**src/rtl/hazard_pkg.sv**
```systemverilog
// Shared types and default parameters for the hazard/scoreboard unit.
package hazard_pkg;
    localparam int DEF_NREG  = 32;
    localparam int DEF_MDLAT = 4;

    typedef enum logic [1:0] {
        FWD_RF = 2'b00,
        FWD_W  = 2'b01,
        FWD_M  = 2'b10,
        FWD_MD = 2'b11
    } fwd_sel_t;

    typedef enum logic {
        IDLE = 1'b0,
        BUSY = 1'b1
    } md_state_t;
endpackage

```
**src/rtl/hazard_scoreboard_if.sv**
```systemverilog
// Pipeline-side signal bundle between the datapath and the hazard unit.
interface hazard_scoreboard_if
    import hazard_pkg::*;
#(
    parameter int NREG = DEF_NREG
);
    localparam int REGW = $clog2(NREG);

    logic [REGW-1:0] RsD, RtD, RsE, RtE;
    logic [REGW-1:0] writeregD, writeregE, writeregM, writeregW;
    logic            regwriteD, regwriteE, regwriteM, regwriteW;
    logic [1:0]      memtoregE, memtoregM;
    logic            branchD, branchneD, jumppcD;
    logic            mdopD, mdstartE;
    logic [REGW-1:0] mdwriteregE;

    logic            stallF, stallD, flushE;
    logic            forwardAD, forwardBD;
    fwd_sel_t        forwardAE, forwardBE;
    logic            mdbusy, mdwb;
    logic [REGW-1:0] mdwritereg;

    modport master (
        output RsD, RtD, RsE, RtE, writeregD, writeregE, writeregM, writeregW,
        output regwriteD, regwriteE, regwriteM, regwriteW, memtoregE, memtoregM,
        output branchD, branchneD, jumppcD, mdopD, mdstartE, mdwriteregE,
        input  stallF, stallD, flushE, forwardAD, forwardBD, forwardAE, forwardBE,
        input  mdbusy, mdwb, mdwritereg
    );

    modport slave (
        input  RsD, RtD, RsE, RtE, writeregD, writeregE, writeregM, writeregW,
        input  regwriteD, regwriteE, regwriteM, regwriteW, memtoregE, memtoregM,
        input  branchD, branchneD, jumppcD, mdopD, mdstartE, mdwriteregE,
        output stallF, stallD, flushE, forwardAD, forwardBD, forwardAE, forwardBE,
        output mdbusy, mdwb, mdwritereg
    );
endinterface

```
**src/rtl/md_tracker.sv**
```systemverilog
// Tracks the single in-flight multiply/divide op: latency countdown, pending
// destination, write-back strobe and pending-register matches for D-stage queries.
//
// state | meaning
// IDLE  | no MD op in flight
// BUSY  | MD op in flight; cnt==0 is the write-back cycle
module md_tracker
    import hazard_pkg::*;
#(
    parameter int NREG  = DEF_NREG,
    parameter int MDLAT = DEF_MDLAT,
    localparam int REGW = $clog2(NREG)
) (
    input  logic                 clk,
    input  logic                 reset,
    input  logic                 mdstart,
    input  logic [REGW-1:0]      mddest,
    input  logic [2:0][REGW-1:0] qreg,
    output logic [2:0]           pend,
    output logic                 active,
    output logic                 mdbusy,
    output logic                 mdwb,
    output logic [REGW-1:0]      mdwritereg
);
    localparam int CW = 4;
    localparam logic [CW-1:0] RELOAD = CW'(MDLAT - 1);

    md_state_t       state, state_nx;
    logic [CW-1:0]   cnt;
    logic [REGW-1:0] pdest;

    always_ff @(posedge clk or negedge reset) begin
        if (!reset) state <= IDLE;
        else        state <= state_nx;
    end

    always_comb begin
        state_nx = state;
        case (state)
            IDLE: if (mdstart) state_nx = BUSY;
            BUSY: if (cnt == '0 && !mdstart) state_nx = IDLE;
            default: state_nx = IDLE;
        endcase
    end

    // A start while counting down is illegal and deliberately ignored.
    always_ff @(posedge clk or negedge reset) begin
        if (!reset) begin
            cnt   <= '0;
            pdest <= '0;
        end else if (mdstart && (state == IDLE || cnt == '0)) begin
            cnt   <= RELOAD;
            pdest <= mddest;
        end else if (state == BUSY && cnt != '0) begin
            cnt <= cnt - CW'(1);
        end
    end

    always_comb begin
        mdbusy     = (state == BUSY);
        mdwb       = (state == BUSY) && (cnt == '0);
        active     = (state == BUSY) && (cnt != '0);
        mdwritereg = mdwb ? pdest : '0;
        for (int i = 0; i < 3; i++)
            pend[i] = active && (qreg[i] != '0) && (qreg[i] == pdest);
    end
endmodule

```
**src/rtl/hazard_scoreboard.sv**
```systemverilog
// Hazard unit for the 5-stage core: forwarding selects, load-use/branch stalls
// and multiply/divide structural and RAW/WAW stalls.
module hazard_scoreboard
    import hazard_pkg::*;
#(
    parameter int NREG  = DEF_NREG,
    parameter int MDLAT = DEF_MDLAT
) (
    input logic                clk,
    input logic                reset,
    hazard_scoreboard_if.slave hif
);
    localparam int REGW = $clog2(NREG);

    logic [2:0] pend;
    logic       active;
    logic       lwstall, branchstall, mdstall;
    logic       unused_bits;

    function automatic logic hit(input logic [REGW-1:0] src, input logic [REGW-1:0] dst,
                                 input logic en);
        return en && (src != '0) && (src == dst);
    endfunction

    function automatic fwd_sel_t fwd_e(input logic [REGW-1:0] src);
        if (hit(src, hif.writeregM, hif.regwriteM))   return FWD_M;
        if (hit(src, hif.mdwritereg, hif.mdwb))       return FWD_MD;
        if (hit(src, hif.writeregW, hif.regwriteW))   return FWD_W;
        return FWD_RF;
    endfunction

    md_tracker #(.NREG(NREG), .MDLAT(MDLAT)) u_md (
        .clk       (clk),
        .reset     (reset),
        .mdstart   (hif.mdstartE),
        .mddest    (hif.mdwriteregE),
        .qreg      ({hif.writeregD, hif.RtD, hif.RsD}),
        .pend      (pend),
        .active    (active),
        .mdbusy    (hif.mdbusy),
        .mdwb      (hif.mdwb),
        .mdwritereg(hif.mdwritereg)
    );

    assign unused_bits = ^{hif.memtoregE[1], hif.memtoregM[1]};

    always_comb begin
        lwstall = hif.memtoregE[0] &&
                  (hit(hif.RsD, hif.writeregE, hif.regwriteE) ||
                   hit(hif.RtD, hif.writeregE, hif.regwriteE));
        branchstall = (hif.branchD || hif.branchneD || hif.jumppcD) &&
                      (hit(hif.RsD, hif.writeregE, hif.regwriteE) ||
                       hit(hif.RtD, hif.writeregE, hif.regwriteE) ||
                       hit(hif.RsD, hif.writeregM, hif.memtoregM[0]) ||
                       hit(hif.RtD, hif.writeregM, hif.memtoregM[0]));
        mdstall = (hif.mdopD && active) || pend[0] || pend[1] ||
                  (hif.regwriteD && pend[2]);
    end

    assign hif.stallD    = lwstall || branchstall || mdstall;
    assign hif.stallF    = hif.stallD;
    assign hif.flushE    = hif.stallD;
    assign hif.forwardAD = hit(hif.RsD, hif.writeregM, hif.regwriteM);
    assign hif.forwardBD = hit(hif.RtD, hif.writeregM, hif.regwriteM);
    assign hif.forwardAE = fwd_e(hif.RsE);
    assign hif.forwardBE = fwd_e(hif.RtE);
endmodule
```
**src/flat_wrapper.sv**
```systemverilog
// flat-port wrapper written by rule: the top's interface ports become plain ports
module hazard_scoreboard_flat import hazard_pkg::*;
#(
    parameter int NREG  = DEF_NREG,
    parameter int MDLAT = DEF_MDLAT
)
  (clk, reset, hif_RsD, hif_RtD, hif_RsE, hif_RtE, hif_writeregD, hif_writeregE, hif_writeregM, hif_writeregW, hif_regwriteD, hif_regwriteE, hif_regwriteM, hif_regwriteW, hif_memtoregE, hif_memtoregM, hif_branchD, hif_branchneD, hif_jumppcD, hif_mdopD, hif_mdstartE, hif_mdwriteregE, hif_stallF, hif_stallD, hif_flushE, hif_forwardAD, hif_forwardBD, hif_forwardAE, hif_forwardBE, hif_mdbusy, hif_mdwb, hif_mdwritereg);
  hazard_scoreboard_if #(.NREG(NREG)) hif_i ();
  input logic clk;
  input logic reset;
  input wire logic [$bits(hif_i.RsD)-1:0] hif_RsD;
  input wire logic [$bits(hif_i.RtD)-1:0] hif_RtD;
  input wire logic [$bits(hif_i.RsE)-1:0] hif_RsE;
  input wire logic [$bits(hif_i.RtE)-1:0] hif_RtE;
  input wire logic [$bits(hif_i.writeregD)-1:0] hif_writeregD;
  input wire logic [$bits(hif_i.writeregE)-1:0] hif_writeregE;
  input wire logic [$bits(hif_i.writeregM)-1:0] hif_writeregM;
  input wire logic [$bits(hif_i.writeregW)-1:0] hif_writeregW;
  input wire logic [$bits(hif_i.regwriteD)-1:0] hif_regwriteD;
  input wire logic [$bits(hif_i.regwriteE)-1:0] hif_regwriteE;
  input wire logic [$bits(hif_i.regwriteM)-1:0] hif_regwriteM;
  input wire logic [$bits(hif_i.regwriteW)-1:0] hif_regwriteW;
  input wire logic [$bits(hif_i.memtoregE)-1:0] hif_memtoregE;
  input wire logic [$bits(hif_i.memtoregM)-1:0] hif_memtoregM;
  input wire logic [$bits(hif_i.branchD)-1:0] hif_branchD;
  input wire logic [$bits(hif_i.branchneD)-1:0] hif_branchneD;
  input wire logic [$bits(hif_i.jumppcD)-1:0] hif_jumppcD;
  input wire logic [$bits(hif_i.mdopD)-1:0] hif_mdopD;
  input wire logic [$bits(hif_i.mdstartE)-1:0] hif_mdstartE;
  input wire logic [$bits(hif_i.mdwriteregE)-1:0] hif_mdwriteregE;
  output wire logic [$bits(hif_i.stallF)-1:0] hif_stallF;
  output wire logic [$bits(hif_i.stallD)-1:0] hif_stallD;
  output wire logic [$bits(hif_i.flushE)-1:0] hif_flushE;
  output wire logic [$bits(hif_i.forwardAD)-1:0] hif_forwardAD;
  output wire logic [$bits(hif_i.forwardBD)-1:0] hif_forwardBD;
  output wire logic [$bits(hif_i.forwardAE)-1:0] hif_forwardAE;
  output wire logic [$bits(hif_i.forwardBE)-1:0] hif_forwardBE;
  output wire logic [$bits(hif_i.mdbusy)-1:0] hif_mdbusy;
  output wire logic [$bits(hif_i.mdwb)-1:0] hif_mdwb;
  output wire logic [$bits(hif_i.mdwritereg)-1:0] hif_mdwritereg;
  assign hif_i.RsD = hif_RsD;
  assign hif_i.RtD = hif_RtD;
  assign hif_i.RsE = hif_RsE;
  assign hif_i.RtE = hif_RtE;
  assign hif_i.writeregD = hif_writeregD;
  assign hif_i.writeregE = hif_writeregE;
  assign hif_i.writeregM = hif_writeregM;
  assign hif_i.writeregW = hif_writeregW;
  assign hif_i.regwriteD = hif_regwriteD;
  assign hif_i.regwriteE = hif_regwriteE;
  assign hif_i.regwriteM = hif_regwriteM;
  assign hif_i.regwriteW = hif_regwriteW;
  assign hif_i.memtoregE = hif_memtoregE;
  assign hif_i.memtoregM = hif_memtoregM;
  assign hif_i.branchD = hif_branchD;
  assign hif_i.branchneD = hif_branchneD;
  assign hif_i.jumppcD = hif_jumppcD;
  assign hif_i.mdopD = hif_mdopD;
  assign hif_i.mdstartE = hif_mdstartE;
  assign hif_i.mdwriteregE = hif_mdwriteregE;
  assign hif_stallF = hif_i.stallF;
  assign hif_stallD = hif_i.stallD;
  assign hif_flushE = hif_i.flushE;
  assign hif_forwardAD = hif_i.forwardAD;
  assign hif_forwardBD = hif_i.forwardBD;
  assign hif_forwardAE = hif_i.forwardAE;
  assign hif_forwardBE = hif_i.forwardBE;
  assign hif_mdbusy = hif_i.mdbusy;
  assign hif_mdwb = hif_i.mdwb;
  assign hif_mdwritereg = hif_i.mdwritereg;
  hazard_scoreboard #(.NREG(NREG), .MDLAT(MDLAT)) u_core (.clk(clk), .reset(reset), .hif(hif_i));
endmodule
```
**config.mk**
```make
export PLATFORM = sky130hd
export DESIGN_NAME = hazard_scoreboard_flat
export DESIGN_NICKNAME = d
export VERILOG_FILES = /design/src/rtl/hazard_pkg.sv /design/src/rtl/hazard_scoreboard_if.sv /design/src/rtl/md_tracker.sv /design/src/rtl/hazard_scoreboard.sv /design/src/flat_wrapper.sv
export SDC_FILE = /design/constraint.sdc
export NUM_CORES = 1
export LEC_CHECK = 0
export BUFFER_PORTS_ARGS = -buffer_cell sky130_fd_sc_hd__buf_2
export CAP_MARGIN = 20
export CORE_ASPECT_RATIO = 1.1
export CORE_MARGIN = 2
export CORE_UTILIZATION = 49
export CTS_CLUSTER_DIAMETER = 200
export DETAILED_ROUTE_END_ITERATION = 16
export PLACE_DENSITY = 0.85
export SYNTH_ARGS = -nofsm -noshare
export SYNTH_HDL_FRONTEND = slang
export SYNTH_HIERARCHICAL = 1
export SYNTH_SLANG_ARGS = --single-unit
```
**constraint.sdc**
```tcl
create_clock -name clk -period 4.83 [get_ports clk]
set_input_delay 0.2415 -clock clk [delete_from_list [all_inputs] [get_ports clk]]
set_output_delay 0.2415 -clock clk [all_outputs]
set_load 0.01 [all_outputs]
```
==> flow_summary.json <==
{
  "finClkSkew_ns": 0.005422,
  "insertion_delay_ns": 0.26,
  "place_ws_ns": 2.084,
  "die_w_um": 55.42,
  "core_region_area_mm2": 0.002778,
  "cts_buffer_depth": 2,
  "ys_types": 30,
  "grt_pass1_wl_mm": 5.678,
  "power_density_mw_per_mm2": 345.6,
  "grt.met3_usage_pct": 2.559,
  "htree_num_levels": 1,
  "grt_overflow": 0,
  "min_period_over_period_pct": 63.23,
  "setup_viol": 0,
  "critPathKind": "reg -> out",
  "synth_top_cell_area_share_pct": 25.81,
  "setup.worst_path.start": "u_core/u_md/cnt[0]",
  "cts_tree": "built",
  "die_area_mm2": 0.003356,
  "use_met1_pct": 24.28,
  "maxCapViolations": 0,
  "tns_ns": 0,
  "critPathRequiredTime_ns": 4.59,
  "p_sw_share_pct": 41.83,
  "reg2regPathDepth": 5,
  "p_seq_share_pct": 30.6,
  "antenna_left": 0,
  "drt_iter0_markers": 54,
  "switching_power_w": 0.0002677,
  "rows": 20,
  "ctsHoldBuffers": 1,
  "dp_hpwl_mm": 2.996,
  "fmax_mhz": 327.4,
  "combPwrFrac_pct": 57.9,
  "drive_gt1_share_pct": 37.08,
  "cp-start-kind": "register",
  "hold_path_class": "in -> reg",
  "io_buffers": 73,
  "period_minus_slack_ns": 3.054,
  "worst_slack_ns": 1.776,
  "wire_per_inst_um": 13.06,
  "ys_async_sr_fraction_pct": 100.0,
  "peakVddDrop_mv": 0.3767,
  "r2r_start": "u_core/u_md/cnt[0]",
  "drc": 0,
  "numCtsBuffers": 3,
  "avgViaCountPerCell": 5.330,
  "crit_arrival_ns": 2.81,
  "syn-cell-area_mm2": 0.001425,
  "final_max_slew_viol_count": 0,
  "vias": 1455,
  "grt_max_degree": 11,
  "tightest_slew_ns": 0.3719,
  "clock_sinks": 10,
  "synthTopCellsByArea": "xnor2_1, dfrtp_1, xor2_1",
  "path_clk_slew_ns": 0.07,
  "worstHoldPathCells": 2,
  "clkPwrFrac_pct": 11.6,
  "grt_antenna_before_repair": 0,
  "hold_viol": 0,
  "grt_busiest_layer": "met2",
  "synth_flop_cell": "dfrtp_1",
  "slew_headroom_pct": 74.98,
  "cts_setup_buffers": 0,
  "synthCells": 167,
  "grt_use_total_pct": 20.73,
  "p_int_w": 0.0003722,
  "gp_congestion": 0.8801,
  "nets": 302,
  "antenna_cells": 0,
  "use_met2_pct": 40.65,
  "holdCritStartpoint": "hif_mdwriteregE[4]",
  "first_pass_iters": 4,
  "rsz0062_at_grt": "no",
  "root_buffer": "clkbuf_4",
  "critPathMaxFanout": 8,
  "grt_pass1_vias": 1290,
  "syn2layout_area_growth_pct": 29.94,
  "die_h_um": 60.56,
  "yosys_warnings": 6,
  "endpoint_kind": "output pin",
  "cts_resized": 0,
  "wl_mm": 3.566,
  "ios": 76,
  "initial_core_util_pct": 51.31,
  "status": "complete, no violations",
  "synth_edf_count": 0,
  "p_leak_nw": 0.8400,
  "synth-seq-cells": 10,
  "synth_nets": 228,
  "synth-seq-area-share_pct": 17.56,
  "avgSynthCellArea_um2": 8.534,
  "yosysTopAreaCell": "xnor2_1"
}
state kept, by name, summed over array words and instances (netlist names):
signal,cells
u_core/u_md/pdest,5
u_core/u_md/cnt,4
u_core/u_md/mdbusy,1
worst paths after layout:
| check | end | slack [ns] |
|---|---|---|
| setup / recovery | hif_forwardBE[0] | 1.78 |
| max in group asynchronous | u_core/u_md/pdest[2] | 4.28 |
| min in group asynchronous | u_core/u_md/cnt[1] | 0.36 |
| setup reg to reg | u_core/u_md/pdest[0] | 3.05 |
| hold reg to reg | u_core/u_md/cnt[0] | 0.54 |
| hold / removal | u_core/u_md/pdest[4] | 0.20 |
layout make-up:
type	count	area, µm²
multi-input combinational	147	1130
fill	242	925.9
timing repair buffer	74	375.4
sequential	10	250.2
tap	33	41.29
clock buffer	4	36.28
inverter	5	18.77
power by group through the flow:
stage                     clock (W)  combinational (W)  sequential [W]
after floorplan                   0           0.000285        0.000173
after global placement            0           0.000360        0.000195
final                     0.0000740           0.000370        0.000196
after detailed placement          0           0.000369        0.000198
after global routing      0.0000781           0.000409        0.000205
after CTS                 0.0000757           0.000373        0.000196
cell usage in the layout, fill, tap and decap left out, types with 6 or more instances in the layout:
cell type	instances
buf_2	73
xnor2_1	42
xor2_1	20
nor4_1	11
nor2_1	11
nand4_1	10
dfrtp_1	10
nand2_1	6
and2_1	6
stage by stage:
stage                     power (W)  hold WS, ns  cell area [µm²]  utilization, %  cells
after detailed placement  0.0005671       0.1082             1805           65.00    268
after global routing      0.0006920       0.2011             1852           66.67    273
after floorplan           0.0004580     -0.05409             1425               -    167
after CTS                 0.0006447       0.1978             1852           66.67    273
after global placement    0.0005550       0.1079             1805           65.00    268
final                     0.0006399       0.2048             1852           66.67    273
logic make-up after synthesis:
group | Yosys count | share of synthesized area (%)
compound gates | 15 | 9.044
xor+xnor | 62 | 38.10
fa+ha+maj | 1 | 0.8778
buf+inv | 10 | 3.160
flops | 10 | 17.56
mux | 7 | 6.672
simple gates | 62 | 24.58
routing by layer:
layer | vias to the layer above | share of wire, %
met5 | - | 0
met4 | 0 | 0.31
met3 | 2 | 6.3
met2 | 55 | 53
met1 | 655 | 41
li1 | 743 | -
cell usage after synthesis (5+ instances only):
cell / number
a211oi_1: 5
and2_1: 6
nand4_1: 10
dfrtp_1: 10
mux2_4: 5
nor2_1: 11
nand2_1: 6
xor2_1: 20
inv_1: 5
nor4_1: 11
xnor2_1: 42
nand3_1: 5
critical path, stage by stage, from the launching register on:
cell and delay (ns):
dfrtp_1 0.42, inv_1 0.08, ha_1 0.17, or3b_4 0.42
nor2_1 0.32, and2_1 0.27, xnor2_1 0.13, nand4_1 0.10
nor4_1 0.31, nor2_1 0.09, nor2_1 0.10, buf_2 0.14
No activity file was read; power rests on OpenSTA's default activity.
